### config.mk
export PLATFORM = sky130hd
export DESIGN_NAME = regfile_copy_dma_flat
export DESIGN_NICKNAME = d
export VERILOG_FILES = /design/src/rtl/regfile_copy_dma_pkg.sv /design/src/rtl/regfile_copy_dma_if.sv /design/src/rtl/regfile_copy_dma_addr_gen.sv /design/src/rtl/regfile_copy_dma.sv /design/src/flat_wrapper.sv
export SDC_FILE = /design/constraint.sdc
export NUM_CORES = 1
export LEC_CHECK = 0
export BUFFER_PORTS_ARGS = -buffer_cell sky130_fd_sc_hd__buf_2
export CAP_MARGIN = 20
export CORE_MARGIN = 2
export CORE_UTILIZATION = 45
export CTS_CLUSTER_SIZE = 16
export DETAILED_ROUTE_END_ITERATION = 8
export PLACE_DENSITY = 0.81
export SLEW_MARGIN = 20
export SYNTH_ARGS = -nofsm -noshare
export SYNTH_HDL_FRONTEND = slang
export SYNTH_SLANG_ARGS = --single-unit
### constraint.sdc
create_clock -name clk -period 3.76 [get_ports clk]
set_input_delay 0.376 -clock clk [delete_from_list [all_inputs] [get_ports clk]]
set_output_delay 0.376 -clock clk [all_outputs]
set_load 0.005 [all_outputs]
### src/rtl/regfile_copy_dma_pkg.sv
// Shared sizes, write-enable levels and FSM state type for the register-file copy DMA.
package regfile_copy_dma_pkg;

    localparam int ADDR_W = 5;
    localparam int DATA_W = 32;
    localparam int DATA_D = 32;
    localparam int LEN_W  = ADDR_W + 1;

    // The regfile write enable is active-low.
    localparam logic ENABLE_  = 1'b0;
    localparam logic DISABLE_ = 1'b1;

    typedef enum logic [1:0] {
        IDLE = 2'd0,
        RD   = 2'd1,
        WR   = 2'd2,
        FIN  = 2'd3
    } dma_state_e;

endpackage

### src/rtl/regfile_copy_dma_if.sv
// Single-port register file bus: address, write data, active-low write enable, combinational read data.
interface regfile_copy_dma_if;
    import regfile_copy_dma_pkg::*;

    logic [ADDR_W-1:0] addr;
    logic [DATA_W-1:0] wdata;
    logic              we_;
    logic [DATA_W-1:0] rdata;

    modport master (output addr, output wdata, output we_, input rdata);
    modport slave  (input addr, input wdata, input we_, output rdata);

endinterface

### src/rtl/regfile_copy_dma_addr_gen.sv
// Offset counter, copy direction and remaining-word count; produces wrapped source/destination addresses.
module regfile_copy_dma_addr_gen
    import regfile_copy_dma_pkg::*;
(
    input  logic              clk,
    input  logic              reset,
    input  logic              i_load,
    input  logic              i_step,
    input  logic              i_desc,
    input  logic [ADDR_W-1:0] i_src,
    input  logic [ADDR_W-1:0] i_dst,
    input  logic [LEN_W-1:0]  i_len,
    output logic [ADDR_W-1:0] o_srcAddr,
    output logic [ADDR_W-1:0] o_dstAddr,
    output logic              o_last
);

    logic [ADDR_W-1:0] r_src;
    logic [ADDR_W-1:0] r_dst;
    logic [ADDR_W-1:0] r_off;
    logic [LEN_W-1:0]  r_remain;
    logic              r_desc;

    // A descending copy starts at the top word; len==DATA_D gives a low field of 0, so 0-1 wraps to the last word.
    always_ff @(posedge clk or posedge reset) begin
        if (reset) begin
            r_src    <= '0;
            r_dst    <= '0;
            r_off    <= '0;
            r_remain <= '0;
            r_desc   <= 1'b0;
        end else if (i_load) begin
            r_src    <= i_src;
            r_dst    <= i_dst;
            r_desc   <= i_desc;
            r_remain <= i_len;
            r_off    <= i_desc ? (i_len[ADDR_W-1:0] - ADDR_W'(1)) : '0;
        end else if (i_step) begin
            r_remain <= r_remain - LEN_W'(1);
            r_off    <= r_desc ? (r_off - ADDR_W'(1)) : (r_off + ADDR_W'(1));
        end
    end

    assign o_srcAddr = r_src + r_off;
    assign o_dstAddr = r_dst + r_off;
    assign o_last    = (r_remain == LEN_W'(1));

endmodule

### src/rtl/regfile_copy_dma.sv
// Copies LEN words from SRC to DST inside one register file through its single port.
// Optional macro REGFILE_DMA_FILL_EN adds a fill mode that writes a constant word without reading.
module regfile_copy_dma
    import regfile_copy_dma_pkg::*;
(
    input  logic               clk,
    input  logic               reset,
    input  logic               i_start,
    input  logic [ADDR_W-1:0]  i_src,
    input  logic [ADDR_W-1:0]  i_dst,
    input  logic [LEN_W-1:0]   i_len,
`ifdef REGFILE_DMA_FILL_EN
    input  logic               i_fill,
    input  logic [DATA_W-1:0]  i_fillVal,
`endif
    output logic               o_busy,
    output logic               o_done,
    output logic               o_err,
    regfile_copy_dma_if.master rf
);

    dma_state_e        r_state;
    dma_state_e        w_next;
    logic              w_load;
    logic              w_step;
    logic              w_last;
    logic              w_desc;
    logic              w_lenZero;
    logic              w_lenBad;
    logic              w_fillIn;
    logic              w_fillMode;
    logic [DATA_W-1:0] w_fillWord;
    logic [ADDR_W-1:0] w_srcAddr;
    logic [ADDR_W-1:0] w_dstAddr;
    logic              r_errPend;
    logic [ADDR_W-1:0] r_addr;
    logic [DATA_W-1:0] r_wdata;
    logic              r_we_;
    logic              r_busy;
    logic              r_done;
    logic              r_err;

`ifdef REGFILE_DMA_FILL_EN
    logic              r_fill;
    logic [DATA_W-1:0] r_fillVal;

    always_ff @(posedge clk or posedge reset) begin
        if (reset) begin
            r_fill    <= 1'b0;
            r_fillVal <= '0;
        end else if (w_load) begin
            r_fill    <= i_fill;
            r_fillVal <= i_fillVal;
        end
    end

    assign w_fillIn   = i_fill;
    assign w_fillMode = r_fill;
    assign w_fillWord = r_fillVal;
`else
    assign w_fillIn   = 1'b0;
    assign w_fillMode = 1'b0;
    assign w_fillWord = '0;
`endif

    assign w_load    = (r_state == IDLE) && i_start;
    assign w_lenZero = (i_len == '0);
    assign w_lenBad  = (i_len > LEN_W'(DATA_D));
    // Copy top-down when the destination is above the source so overlapping ranges survive.
    assign w_desc    = (i_dst > i_src) && !w_fillIn;

    regfile_copy_dma_addr_gen u_addrGen (
        .clk       (clk),
        .reset     (reset),
        .i_load    (w_load),
        .i_step    (w_step),
        .i_desc    (w_desc),
        .i_src     (i_src),
        .i_dst     (i_dst),
        .i_len     (i_len),
        .o_srcAddr (w_srcAddr),
        .o_dstAddr (w_dstAddr),
        .o_last    (w_last)
    );

    always_ff @(posedge clk or posedge reset) begin
        if (reset) begin
            r_state   <= IDLE;
            r_errPend <= 1'b0;
        end else begin
            r_state <= w_next;
            if (w_load) begin
                r_errPend <= w_lenBad;
            end
        end
    end

    always_comb begin
        w_next = r_state;
        w_step = 1'b0;
        case (r_state)
            IDLE: begin
                if (i_start) begin
                    if (w_lenZero || w_lenBad) begin
                        w_next = FIN;
                    end else if (w_fillIn) begin
                        w_next = WR;
                    end else begin
                        w_next = RD;
                    end
                end
            end
            RD: w_next = WR;
            WR: begin
                if (w_last) begin
                    w_next = FIN;
                end else begin
                    w_step = 1'b1;
                    w_next = w_fillMode ? WR : RD;
                end
            end
            FIN:     w_next = IDLE;
            default: w_next = IDLE;
        endcase
    end

    // Bus outputs present the state registered one edge earlier; while WR is being registered,
    // rf.addr still points at the source word, so rf.rdata is the value to write.
    always_ff @(posedge clk or posedge reset) begin
        if (reset) begin
            r_addr  <= '0;
            r_wdata <= '0;
            r_we_   <= DISABLE_;
            r_busy  <= 1'b0;
            r_done  <= 1'b0;
            r_err   <= 1'b0;
        end else begin
            r_busy <= (w_next != IDLE);
            r_done <= (r_state == FIN);
            r_err  <= (r_state == FIN) && r_errPend;
            r_we_  <= DISABLE_;
            case (r_state)
                RD: r_addr <= w_srcAddr;
                WR: begin
                    r_addr  <= w_dstAddr;
                    r_wdata <= w_fillMode ? w_fillWord : rf.rdata;
                    r_we_   <= ENABLE_;
                end
                default: r_addr <= '0;
            endcase
        end
    end

    assign rf.addr  = r_addr;
    assign rf.wdata = r_wdata;
    assign rf.we_   = r_we_;
    assign o_busy   = r_busy;
    assign o_done   = r_done;
    assign o_err    = r_err;

endmodule

### src/flat_wrapper.sv
// flat-port wrapper written by rule: the top's interface ports become plain ports
module regfile_copy_dma_flat import regfile_copy_dma_pkg::*;
  (clk, reset, i_start, i_src, i_dst, i_len, o_busy, o_done, o_err, rf_addr, rf_wdata, rf_we_, rf_rdata);
  regfile_copy_dma_if rf_i ();
  input  logic clk;
  input  logic reset;
  input  logic i_start;
  input  logic [ADDR_W-1:0] i_src;
  input  logic [ADDR_W-1:0] i_dst;
  input  logic [LEN_W-1:0] i_len;
  output logic o_busy;
  output logic o_done;
  output logic o_err;
  output wire logic [$bits(rf_i.addr)-1:0] rf_addr;
  output wire logic [$bits(rf_i.wdata)-1:0] rf_wdata;
  output wire logic [$bits(rf_i.we_)-1:0] rf_we_;
  input wire logic [$bits(rf_i.rdata)-1:0] rf_rdata;
  assign rf_addr = rf_i.addr;
  assign rf_wdata = rf_i.wdata;
  assign rf_we_ = rf_i.we_;
  assign rf_i.rdata = rf_rdata;
  regfile_copy_dma u_core (.clk(clk), .reset(reset), .i_start(i_start), .i_src(i_src), .i_dst(i_dst), .i_len(i_len), .o_busy(o_busy), .o_done(o_done), .o_err(o_err), .rf(rf_i));
endmodule
* Word level (Yosys, flattened, before mapping)
Index checks and enable logic that the tools add are counted.
Storage, ports and cells: flip-flop bits (word level) 66, input port bits 51, output and inout bits 41, word-level logic and storage cells 46
Cells by class: add/subtract/negate cells 6, order comparisons 2, equality and inequality tests 4, mux-type cells 14, reduce and logical (&&, ||, !) cells 7
Operators with widths (number):
- $mux W5 | 4
- $mux W6 | 2
- $add A5 B5 Y5 | 2
- $pmux W5 S2 | 1
- $sub A5 B1 Y5 const B | 2
- $pmux W2 S4 | 1
- $eq A6 B1 Y1 const B | 1
- $gt A6 B6 Y1 const B | 1
- $logic_not A6 Y1 | 1
- $mux W2 | 3
- $sub A6 B1 Y6 const B | 1
- $add A5 B1 Y5 const B | 1
- $gt A5 B5 Y1 | 1
- $eq A2 B2 Y1 const B | 2
- $reduce_bool A2 Y1 | 2
- $mux W1 | 3
- $eq A2 B1 Y1 const B | 1
- $logic_and A1 B1 Y1 | 2
- $logic_not A2 Y1 | 1
- $logic_or A1 B1 Y1 | 1

* Depth between registers and ports, before layout
word-level depth 6, mapped depth 11, mapped depth without buffers 9

* Modules after synthesis
From an unflattened synthesis, not the netlist that was laid out.
Unflattened totals: cell total of the unflattened synthesis 288, area total of the unflattened synthesis 3334.4 um2
By module, submodules not included:
- regfile_copy_dma | instances 1, cells each 139, area an instance 1869.3 um2, sequential area each 1102.3 um2
- regfile_copy_dma_addr_gen | instances 1, cells each 149, area an instance 1465.2 um2, sequential area each 550.5 um2

* Worst setup path after synthesis
Ideal clock, no wire load.
path type register to register, start point reg u_core.r_state[0], end point reg u_core.r_addr[4], in the netlist u_core.rf.addr[4], setup time 119 ps, arrival time 2530 ps, data required time 3641 ps, path slack 1111 ps, cell stages (with the launch flop) 12, path buffers 2, clock period less this slack 2649 ps, cell sequence dfrtp_1 inv_1 ha_1 buf_2 buf_2 mux2_2 ha_1 fa_1 a21o_1 a21oi_1 xnor2_1 and2_1
Between the ends: word-level cells in the longest chain between the ends 2, elaborated cells between the ends (all ways) 3, classes of those cells eq/ne: 2; mux: 1
RTL lines:
- start, declared | RTL line regfile_copy_dma.sv:22 | dma_state_e r_state;
- start signal, assigned | RTL line regfile_copy_dma.sv:91 | r_state <= w_next;
- $eq A2 B2 Y1 / $eq A2 B1 Y1 (equally long branches) | RTL line regfile_copy_dma.sv:142 | case (r_state)
- $pmux W5 S2 (*) | RTL line regfile_copy_dma.sv:142
- end signal, assigned | RTL line regfile_copy_dma.sv:143 | RD: r_addr <= w_srcAddr;
- end signal, assigned | RTL line regfile_copy_dma.sv:145 | r_addr <= w_dstAddr;
- end, declared | RTL line regfile_copy_dma.sv:36 | logic [ADDR_W-1:0] r_addr;
Every way passes the cells marked *; elsewhere a longest branch is shown, timed or not. A chain may end at the register's enable or synchronous reset.

* Final worst setup path
Ends and elaborated chain as after synthesis.

==> summary.txt <==
Placed design
  • Placer Congestion: 0.8374
  • Port Buffers: 91
  • DP HPWL: 4.591 mm
  • Dpl cells: between 400 and 500
  • Cell Area, Placed: 0.003770 mm²
  • Place WS: 1.203 ns

Logic synthesis
  • Dominant cells by area after synthesis: dfrtp_1, mux2_2, ha_1, a21oi_1, xor2_1
  • Synth Net Count: 345
  • YS warnings: 0
  • Unique masters post-synth: 38
  • Register area share after synthesis: 51.44%
  • Async S/R FF share, synth: between 90% and 100%
  • Seq cells post-synth: between 60 and 70
  • Number of synthesized flops with an enable pin: 0
  • Most common flop cell mapped by yosys: dfrtp_1
  • Synthesized instance count: 270
  • Post-synth top area share: 50.62%
  • Syn Area/Cell: 11.90 µm²
  • Synth Cell Area: 0.003213 mm²
  • Synth area leader: dfrtp_1

Route
  • Drt wl/cell: 13.17 µm
  • Vias post-DR: 2,323
  • Drt initial violations: 80
  • DRC viols: 0
  • Initial DRT Pass Iterations: 4
  • Routed Antenna Nets: 0
  • WL final: 6.149 mm
  • Vias per cell: 4.974

STA
  • Setup violators final: 0
  • Setup WS post-layout: between 1 and 1.5 ns
  • Clock skew: 0.006067 ns
  • Final period util: 67.71%
  • Achievable Freq: 392.8 MHz
  • Slew @ Worst Pin: approximately 0.96 ns
  • Hold Fails Final Rpt: 0
  • Max-slew violation count: 0
  • Min Tclk post-route: 2.546 ns
  • RSZ-0062 raised after global routing: no
  • Setup_tns: 0 ns
  • Max_slew headroom: 35.69%

Clock tree
  • Later-pin clock latency in the skew report: 0.34 ns
  • Clock Sinks: 66
  • CTS max path bufs: 2
  • Hold-fix buffers, CTS: 0
  • Setup bufs post-CTS: 0
  • Root Driver: clkbuf_8
  • CTS resizes: 0
  • CTS buffer count: 9
  • CTS tree: yes
  • Clk slew on worst S/H paths: 0.07 ns
  • H-tree depth: 3

Die
  • IO Count: between 90 and 100
  • Initial Util: 46.78%
  • Chip height: 88.50 µm
  • Die area: 0.007832 mm²
  • CORE AREA: 0.006869 mm²
  • Horiz. Die Dim: 88.50 µm
  • Row cnt: 30

Global routing
  • GR peak layer: met2
  • Routing usage on met3: 6.157%
  • GRT Residual Overflow: 0
  • First-pass GRT wire length: just over 10 mm
  • Initial antenna violation count: 0
  • Met2 usage: 29.19%
  • Met1 usage: 19.93%
  • Maximum number of pins on one net before global-route repair: 49
  • GRT Overall Usage: 17.10%
  • Vias in the first global route: 2,298

Cells and area
  • Fill count: 588
  • Final instance area: 0.004011 mm²
  • Nets: 441
  • Area growth syn-to-layout: 24.84%
  • Layout cells sized above 1: 42.32%
  • Non-filler cells, final: 467
  • # diodes: 0

Power
  • Max VDD drop: approximately 0.00025 V
  • Cell Pwr Density: 871.8 mW/mm²
  • Leak Pwr: 1.943 nW

Worst setup path
  • Reg-to-reg startpoint: u_core.r_state[0]
  • Slowest-stage cell, CP: dfrtp_1
  • CP Launch Type: flip-flop
  • Worst-path maximum fanout: 10
  • Reg-to-reg endpoint: u_core.rf.addr[4]
  • Crit-path cells: inv_1, ha_2, mux2_2, ha_1, fa_1, a21o_1, a21oi_1, xnor2_1, and2_1
  • WS Path Type: reg2reg
  • Max incr delay on CP: 0.41 ns
  • CP Capture Type: flip-flop
  • Arrival @ worst endpoint: around 2.8 ns
  • R2R setup slack: ~1.2 ns
  • Required @ worst endpoint: 3.99 ns
  • Reg2reg path depth: 9

Status
  • Status: finished, final reports clean

Hold path
  • Hold WC Path Type: in2async

Run
  • Max-Cap Viols: 0
==> through the flow <==
step	power [W]	hold WS (ns)	util, %
final	0.003497	0.2551	58.40
after global routing	0.003814	0.2432	58.40
after CTS	0.003541	0.2446	58.40
after detailed placement	0.002810	0.4664	54.88
after global placement	0.002754	0.4594	54.88
after floorplan	0.002340	0.4424	-
==> critical path: cells and delay by family, from the launching register on <==
| kind | cells | cell delay, ns |
|---|---|---|
| compound gates | 2 | 0.37 |
| xor+xnor | 1 | 0.08 |
| fa+ha+maj | 3 | 0.95 |
| mux | 1 | 0.37 |
| buf+inv | 1 | 0.12 |
| flops | 1 | 0.41 |
| simple gates | 1 | 0.15 |
==> cells in the mapped netlist, types with 4 or more instances <==
| cell type | count |
|---|---|
| xor2_1 | 8 |
| nand3_1 | 5 |
| dfrtp_1 | 65 |
| and2_1 | 5 |
| a21oi_1 | 15 |
| xnor2_1 | 4 |
| mux2_2 | 41 |
| inv_1 | 15 |
| ha_1 | 22 |
| o22ai_1 | 4 |
| a31oi_1 | 4 |
| nor2_1 | 15 |
| nand2_1 | 13 |
| nor3_1 | 4 |
| buf_2 | 5 |
| nand4_1 | 4 |
| o21ai_0 | 10 |
==> area by class of cell <==
class	instances	area, µm²	area share (%)
Multi-Input combinational cell	181	1470	36.65
Timing Repair Buffer	93	470.5	11.73
Tap cell	96	120.1	2.994
Clock buffer	9	123.9	3.088
Sequential cell	66	1653	41.20
Clock inverter	7	117.6	2.932
Inverter	15	56.30	1.404
==> sequential cells by signal, summed over array words and instances, names as in the netlist <==
register / cells
u_core.u_addrGen.r_desc: 1
u_core.rf.wdata: 32
u_core.r_state: 2
u_core.u_addrGen.r_src: 5
u_core.o_busy: 1
u_core.o_err: 1
u_core.u_addrGen.r_off: 5
u_core.o_done: 1
u_core.rf.we_: 1
u_core.u_addrGen.r_dst: 5
u_core.r_errPend: 1
u_core.rf.addr: 5
u_core.u_addrGen.r_remain: 6
==> where the power goes <==
part | leakage [nW] | internal (W) | switching, W
clock | 0.123 | 0.000440 | 0.000271
sequential | 0.784 | 0.00107 | 0.000215
combinational | 1.04 | 0.000798 | 0.000701
==> placed cells by master (no fill, tap or decap), drive strengths merged, types with 2 or more instances in the layout <==
| cell | synthesis | layout |
|---|---|---|
| a21oi | 15 | 15 |
| fa | 2 | 2 |
| dfrtp | 65 | 65 |
| mux2 | 41 | 41 |
| clkbuf | 3 | 9 |
| o22ai | 4 | 4 |
| o211ai | 2 | 2 |
| clkinv | 0 | 4 |
| ha | 22 | 22 |
| nand2 | 14 | 14 |
| and3 | 2 | 2 |
| and2 | 5 | 5 |
| o21ai | 11 | 11 |
| xor2 | 8 | 8 |
| nor2 | 15 | 15 |
| nand4 | 4 | 4 |
| xnor2 | 4 | 4 |
| buf | 5 | 93 |
| inv | 15 | 15 |
| o221ai | 2 | 2 |
| nor3 | 4 | 4 |
| nand3 | 5 | 5 |
| a31oi | 4 | 4 |
| nand2b | 3 | 3 |
| bufinv | 0 | 3 |
| mux2i | 2 | 2 |
| a21o | 2 | 2 |
==> how the worst max path moves through the flow <==
stage	cells after the start	startpoint	end	slack [ns]
6_report	9	u_core.r_state[0]	u_core.rf.addr[4]	1.21
5_1_grt	9	u_core.r_state[0]	u_core.rf.addr[4]	1.05
4_1_cts	9	u_core.r_state[0]	u_core.rf.addr[4]	1.20
3_5_place_dp	9	u_core.r_state[0]	u_core.rf.addr[4]	1.20
3_3_place_gp	9	u_core.r_state[0]	u_core.rf.addr[4]	1.28
2_1_floorplan	11	u_core.r_state[0]	u_core.rf.addr[4]	1.11
==> routing by layer <==
| metal | vias up | part of all wire (%) |
|---|---|---|
| met4 | 0 | 1.6 |
| met2 | 74 | 49 |
| met3 | 12 | 5.4 |
| met1 | 1096 | 44 |
| met5 | - | 0 |
| li1 | 1141 | - |
==> cell families (layout without fill, tap and decap cells) <==
kind of cell | count (synthesis) | after routing | share of synthesized area, %
mux | 43 | 43 | 14.99
compound gates | 44 | 44 | 8.489
xor+xnor | 12 | 12 | 3.271
flops | 66 | 66 | 51.44
buf+inv | 23 | 124 | 2.881
fa+ha+maj | 24 | 24 | 9.813
simple gates | 58 | 58 | 9.112
Note: power is estimated with default switching activity, not from simulation.
